[src/rtl/mem_update_arbiter.sv]
// Board-state update arbiter: buffers local (GameControl) and remote (interboard) updates
// in separate FIFOs and issues them one at a time to MemoryHandle with a commit gap.
module mem_update_arbiter #(
   parameter int LFIFO_DEPTH    = 4,
   parameter int RFIFO_DEPTH    = 2,
   parameter int GAP_CYC        = 2,
   parameter int MAX_REMOTE_RUN = 2
) (
   input  logic                          clk,
   input  logic                          rst,
   input  logic                          interboard_rst,
   input  logic                          ctrl_en,
   input  logic [21:0]                   ctrl_msg,
   input  logic                          interboard_en,
   input  logic [21:0]                   interboard_msg,
   input  logic                          inter_ready,
   output logic                          upd_en,
   output logic                          upd_src,
   output logic [21:0]                   upd_msg,
   output logic                          transmit,
   output logic                          local_full,
   output logic [$clog2(LFIFO_DEPTH):0]  local_cnt,
   output logic                          ovf_err
);

   localparam int LPW = $clog2(LFIFO_DEPTH);
   localparam int RPW = $clog2(RFIFO_DEPTH);
   localparam int LCW = LPW + 1;
   localparam int RCW = RPW + 1;
   localparam int GW  = (GAP_CYC > 0) ? $clog2(GAP_CYC + 1) : 1;
   localparam int RW  = (MAX_REMOTE_RUN > 0) ? $clog2(MAX_REMOTE_RUN + 1) : 1;

   typedef enum logic [1:0] {
      IDLE  = 2'd0,
      GRANT = 2'd1,
      GAP   = 2'd2
   } state_t;

   logic [21:0]    lmem_q [LFIFO_DEPTH];
   logic [21:0]    rmem_q [RFIFO_DEPTH];
   logic [LPW-1:0] lwr_q, lrd_q;
   logic [RPW-1:0] rwr_q, rrd_q;
   logic [LCW-1:0] lcnt_q, lcnt_d;
   logic [RCW-1:0] rcnt_q, rcnt_d;
   logic           lfull_q, ovf_q;

   state_t         state_q;
   logic [GW-1:0]  gap_q;
   logic [RW-1:0]  run_q;
   logic           upd_en_q, upd_src_q, transmit_q;
   logic [21:0]    upd_msg_q;

   logic elig_r_s, elig_l_s, grant_l_s, grant_r_s, lpush_s, rpush_s;

   // Local wins a contended decision only once remote has had its full run.
   assign elig_r_s  = (rcnt_q != RCW'(0));
   assign elig_l_s  = (lcnt_q != LCW'(0)) && inter_ready;
   assign grant_l_s = (state_q == IDLE) && elig_l_s &&
                      (!elig_r_s || (run_q == RW'(MAX_REMOTE_RUN)));
   assign grant_r_s = (state_q == IDLE) && elig_r_s && !grant_l_s;
   assign lpush_s   = ctrl_en && ((lcnt_q < LCW'(LFIFO_DEPTH)) || grant_l_s);
   assign rpush_s   = interboard_en && ((rcnt_q < RCW'(RFIFO_DEPTH)) || grant_r_s);

   // Next-state occupancy of both FIFOs.
   always_comb begin
      lcnt_d = lcnt_q;
      rcnt_d = rcnt_q;
      if (lpush_s && !grant_l_s) begin
         lcnt_d = lcnt_q + LCW'(1);
      end else if (!lpush_s && grant_l_s) begin
         lcnt_d = lcnt_q - LCW'(1);
      end else begin
         lcnt_d = lcnt_q;
      end
      if (rpush_s && !grant_r_s) begin
         rcnt_d = rcnt_q + RCW'(1);
      end else if (!rpush_s && grant_r_s) begin
         rcnt_d = rcnt_q - RCW'(1);
      end else begin
         rcnt_d = rcnt_q;
      end
   end

   // FIFO storage; contents are meaningless outside the pointer window so no reset.
   always_ff @(posedge clk) begin
      if (lpush_s) lmem_q[lwr_q] <= ctrl_msg;
      if (rpush_s) rmem_q[rwr_q] <= interboard_msg;
   end

   // FIFO pointers, occupancy, full flag and sticky overflow.
   always_ff @(posedge clk or negedge rst) begin
      if (!rst) begin
         lwr_q   <= '0;
         lrd_q   <= '0;
         rwr_q   <= '0;
         rrd_q   <= '0;
         lcnt_q  <= '0;
         rcnt_q  <= '0;
         lfull_q <= 1'b0;
         ovf_q   <= 1'b0;
      end else if (interboard_rst) begin
         lwr_q   <= '0;
         lrd_q   <= '0;
         rwr_q   <= '0;
         rrd_q   <= '0;
         lcnt_q  <= '0;
         rcnt_q  <= '0;
         lfull_q <= 1'b0;
         ovf_q   <= 1'b0;
      end else begin
         lcnt_q  <= lcnt_d;
         rcnt_q  <= rcnt_d;
         lfull_q <= (lcnt_d == LCW'(LFIFO_DEPTH));
         if (lpush_s)   lwr_q <= lwr_q + LPW'(1);
         if (grant_l_s) lrd_q <= lrd_q + LPW'(1);
         if (rpush_s)   rwr_q <= rwr_q + RPW'(1);
         if (grant_r_s) rrd_q <= rrd_q + RPW'(1);
         if ((ctrl_en && !lpush_s) || (interboard_en && !rpush_s)) ovf_q <= 1'b1;
      end
   end

   // Grant FSM with registered strobe outputs and remote-run tracking.
   always_ff @(posedge clk or negedge rst) begin
      if (!rst) begin
         state_q    <= IDLE;
         gap_q      <= '0;
         run_q      <= '0;
         upd_en_q   <= 1'b0;
         upd_src_q  <= 1'b0;
         upd_msg_q  <= '0;
         transmit_q <= 1'b0;
      end else if (interboard_rst) begin
         state_q    <= IDLE;
         gap_q      <= '0;
         run_q      <= '0;
         upd_en_q   <= 1'b0;
         upd_src_q  <= 1'b0;
         upd_msg_q  <= '0;
         transmit_q <= 1'b0;
      end else begin
         case (state_q)
            IDLE: begin
               if (grant_l_s) begin
                  state_q    <= GRANT;
                  upd_en_q   <= 1'b1;
                  transmit_q <= 1'b1;
                  upd_src_q  <= 1'b0;
                  upd_msg_q  <= lmem_q[lrd_q];
                  run_q      <= '0;
               end else if (grant_r_s) begin
                  state_q    <= GRANT;
                  upd_en_q   <= 1'b1;
                  transmit_q <= 1'b0;
                  upd_src_q  <= 1'b1;
                  upd_msg_q  <= rmem_q[rrd_q];
                  if (elig_l_s && (run_q != RW'(MAX_REMOTE_RUN))) run_q <= run_q + RW'(1);
               end else begin
                  upd_en_q   <= 1'b0;
                  transmit_q <= 1'b0;
               end
            end
            GRANT: begin
               upd_en_q   <= 1'b0;
               transmit_q <= 1'b0;
               if (GAP_CYC > 0) begin
                  state_q <= GAP;
                  gap_q   <= GW'(GAP_CYC);
               end else begin
                  state_q <= IDLE;
               end
            end
            GAP: begin
               if (gap_q <= GW'(1)) state_q <= IDLE;
               gap_q <= gap_q - GW'(1);
            end
            default: begin
               state_q    <= IDLE;
               upd_en_q   <= 1'b0;
               transmit_q <= 1'b0;
            end
         endcase
      end
   end

   assign upd_en     = upd_en_q;
   assign upd_src    = upd_src_q;
   assign upd_msg    = upd_msg_q;
   assign transmit   = transmit_q;
   assign local_full = lfull_q;
   assign local_cnt  = lcnt_q;
   assign ovf_err    = ovf_q;

endmodule

[config.mk]
export PLATFORM = sky130hd
export DESIGN_NAME = mem_update_arbiter
export DESIGN_NICKNAME = d
export VERILOG_FILES = /design/src/rtl/mem_update_arbiter.sv
export SDC_FILE = /design/constraint.sdc
export NUM_CORES = 1
export LEC_CHECK = 0
export BUFFER_PORTS_ARGS = -buffer_cell sky130_fd_sc_hd__buf_4
export CAP_MARGIN = 30
export CORE_MARGIN = 4
export CORE_UTILIZATION = 55
export DETAILED_ROUTE_END_ITERATION = 16
export PLACE_DENSITY = 0.76
export SETUP_SLACK_MARGIN = 0.15
export SLEW_MARGIN = 10
export SYNTH_ARGS = -nofsm -noshare
export SYNTH_HDL_FRONTEND = slang
export SYNTH_SLANG_ARGS = --single-unit
[constraint.sdc]
create_clock -name clk -period 3 [get_ports clk]
set_input_delay 0.15 -clock clk [delete_from_list [all_inputs] [get_ports clk]]
set_output_delay 0.15 -clock clk [all_outputs]
set_load 0.005 [all_outputs]
==> results.toml <==
[detailed_routing]
via_per_inst = 5.44
drc_errors = 0
firstDrtPassIters = 5
wl_per_cell_microns = 19.1
routed_wl_mm = 14.1
ant_nets = 0
vias = 4018
dr.first_iter.drc_count = 294

[floorplan]
initial_core_util_pct = 56.5
rows = 41
ios = 80
fp.dieH_microns = 122
die-area_sq_um = 14900
core_sq_um = 12700
die_w_microns = 122

[cts]
cts_inserted_buffers = 17
cts_sinks = 176
cts_root_buf = "clkbuf_16"
post_cts_resized = 0
worst_skew_pair.late_latency_ns = 0.42
cts_tree = "yes"
clk_pin_slew_ns = 0.06
h-tree-depth = 4
cts.path.max_buffers = 2

[synthesis]
synth_warnings = 0
synth_cell_types = 52
syn_inst = 421
ys.flop_type = "edfxtp_1"
syn-num-nets = 480
ys_ff_latch = 176
synth_edf_count = 132
syn_area_sq_um = 7160
async_flop_share_pct = 25.0
seq_area_frac_synth_pct = 70.7
syn_avg_cell_area_sq_um = 17.0

[setup_path]
crit_chain = "o21bai_1 -> nand4_2 -> a21boi_2 -> and2_1 -> buf_4"
crit_family = "compound AO/OA/AOI/OAI gates"
cp_data_required_time_ns = 3.09
slowest_stage = "dfrtp_1"
max_stage_delay_ns = 0.48
start_kind = "register"
regToRegSetupSlack_ns = 0.55
endpoint_kind = "register"
cp_num_buf_inv = 1
crit_fanout = 22
critPathKind = "reg -> reg"
worst_ep_arrival_time_ns = 2.53

[placement]
dp.final_hpwl_mm = 9.08
port_buffers = 79
gp_congestion = 0.783

[global_routing]
grt_remaining_overflow = 0
grt_pass1_vias = 4204
grt_max_degree = 45
groute.usage.overall_pct = 20.8
grt_pass1_wl_mm = 22.6
grt_antenna_before_repair = 0

[timing]
slew_headroom_pct = 49.4
setup-violations-final = 0
tightest_slew_ns = 0.759
rsz0062_at_grt = "false"
post-route-period-util_pct = 81.5
tns_ns = 0
finClkSkew_ns = 0.00813
max_freq_mhz = 409
hold_viol_final = 0
post-route-min-period_ns = 2.45
slew_viol_final = 0

[cells_and_area]
drive_gt1_share_pct = 31.0
areaGrowthSynthToFinish_pct = 25.4
final_common_cell = "edfxtp_1"
fillers = 821
antennaDiodeCount = 0
final_cell_mix = "132 x edfxtp_1, 93 x buf_4, 45 x dlygate4sd3_1, 44 x dfrtp_1, 35 x nor2_1"
multiInputGateArea_sq_um = 1940
regArea_sq_um = 5060
nets = 613
final_util_pct = 70.9

[outcome]
status = "completed"

[power_and_ir_drop]
vdd_drop_max_uv = 675
p_per_area_nw_per_um2 = 744
p_leak_nw = 3.36

[worst_hold_path]
hp-class = "in -> reg"

[run]
drv_cap = 0
-- registers in the layout, summed over array words and instances, names as in the netlist, 2 cells and up --
| signal | flops |
|---|---|
| lmem_q | 88 |
| state_q | 2 |
| local_cnt | 3 |
| rmem_q | 44 |
| rcnt_q | 2 |
| lrd_q | 2 |
| lwr_q | 2 |
| run_q | 2 |
| upd_msg | 22 |
| gap_q | 2 |
-- power breakdown --
part	leakage [nW]	internal (mW)	switching, mW	total [mW]
clock network	0.279	1.22	0.888	2.11
logic	1.27	0.699	0.759	1.46
registers	1.81	2.92	0.195	3.11
-- metrics by stage --
step           power [mW]  setup slack, ns  cells  hold WS [ns]  area, sq um
3_5_place_dp         4.58            0.580    662         0.195         7960
2_1_floorplan        4.05            0.280    421        -0.146         7160
3_3_place_gp         4.54            0.625    662         0.188         7960
6_report             6.68            0.555    739        0.0868         8980
4_1_cts              6.74            0.569    739        0.0684         8980
5_1_grt              7.02            0.378    739        0.0713         8980
-- worst register-to-register path: cells and delay by family (launching register included) --
kind	cells	cell delay (ns)
AOI/OAI and AO/OA	2	0.80
buffers and inverters	1	0.32
DFF	1	0.48
and+or+nand+nor	2	0.51
-- kinds of logic (layout without fill, tap and decap cells) --
family	count (synthesis)	in the layout	share of synthesized area (%)
flip-flops	176	176	70.7
AO/OA/AOI/OAI	76	76	9.07
AND/OR/NAND/NOR	70	70	4.96
multiplexers	48	48	10.6
buffers and inverters	36	182	2.39
adder cells (fa/ha/maj)	9	9	1.57
XOR/XNOR	6	6	0.734
-- metal layers --
layer	track usage [%]	routed length [microns]	up-vias	share of wire, %
li1	-	-	1884	-
met4	6.65	202	0	1.4
met1	28.8	6050	2012	43
met2	33.0	7180	107	51
met3	4.97	673	15	4.8
met5	0	0	-	0
-- cells in the mapped netlist (2+ instances only) --
cell type | instances | area, sq um
edfxtp_1 | 132 | 3960
dfrtp_1 | 44 | 1100
nor2_1 | 37 | 139
a21oi_1 | 31 | 155
mux2i_1 | 25 | 250
mux4_2 | 22 | 495
o2bb2ai_2 | 18 | 270
clkbuf_1 | 11 | 41.3
inv_1 | 11 | 41.3
ha_1 | 9 | 113
buf_2 | 8 | 40.0
and2_1 | 5 | 31.3
nand2b_1 | 5 | 31.3
xnor2_1 | 5 | 43.8
nor3_1 | 4 | 20.0
o21ai_0 | 4 | 20.0
a211oi_1 | 3 | 22.5
buf_4 | 3 | 22.5
nand2_1 | 3 | 11.3
o2bb2ai_1 | 3 | 26.3
buf_6 | 2 | 22.5
nand3_1 | 2 | 10.0
nor2b_1 | 2 | 12.5
nor3b_1 | 2 | 15.0
o22ai_1 | 2 | 12.5
or3_1 | 2 | 12.5
-- area by class of cell --
cell class / count / share of cell area [%]
flip-flops and latches: 176 / 56.4
multi-input cells: 209 / 21.6
repair buffers: 138 / 12.8
clock buffers: 18 / 4.78
well taps: 172 / 2.40
clock inverters: 14 / 1.57
inverters: 12 / 0.501
-- final timing paths --
path	from	to	cells past startpoint
worst max register to register	rcnt_q[1]	lmem_q[3][0]	5
min in group asynchronous	rst	upd_msg[7]	2
worst min-delay path	interboard_rst	local_cnt[1]	2
max in group asynchronous	rst	upd_msg[19]	2
worst max-delay path	rcnt_q[1]	lmem_q[3][0]	5
worst min register to register	upd_msg[5]	upd_msg[5]	1
-- what timing repair did --
item                       in CTS  in global routing
hold buffers                   45                  0
setup endpoints to repair       0                  0
buffers inserted                0                  0
hold endpoints to repair      176                  0
(Power assumes the default switching activity.)
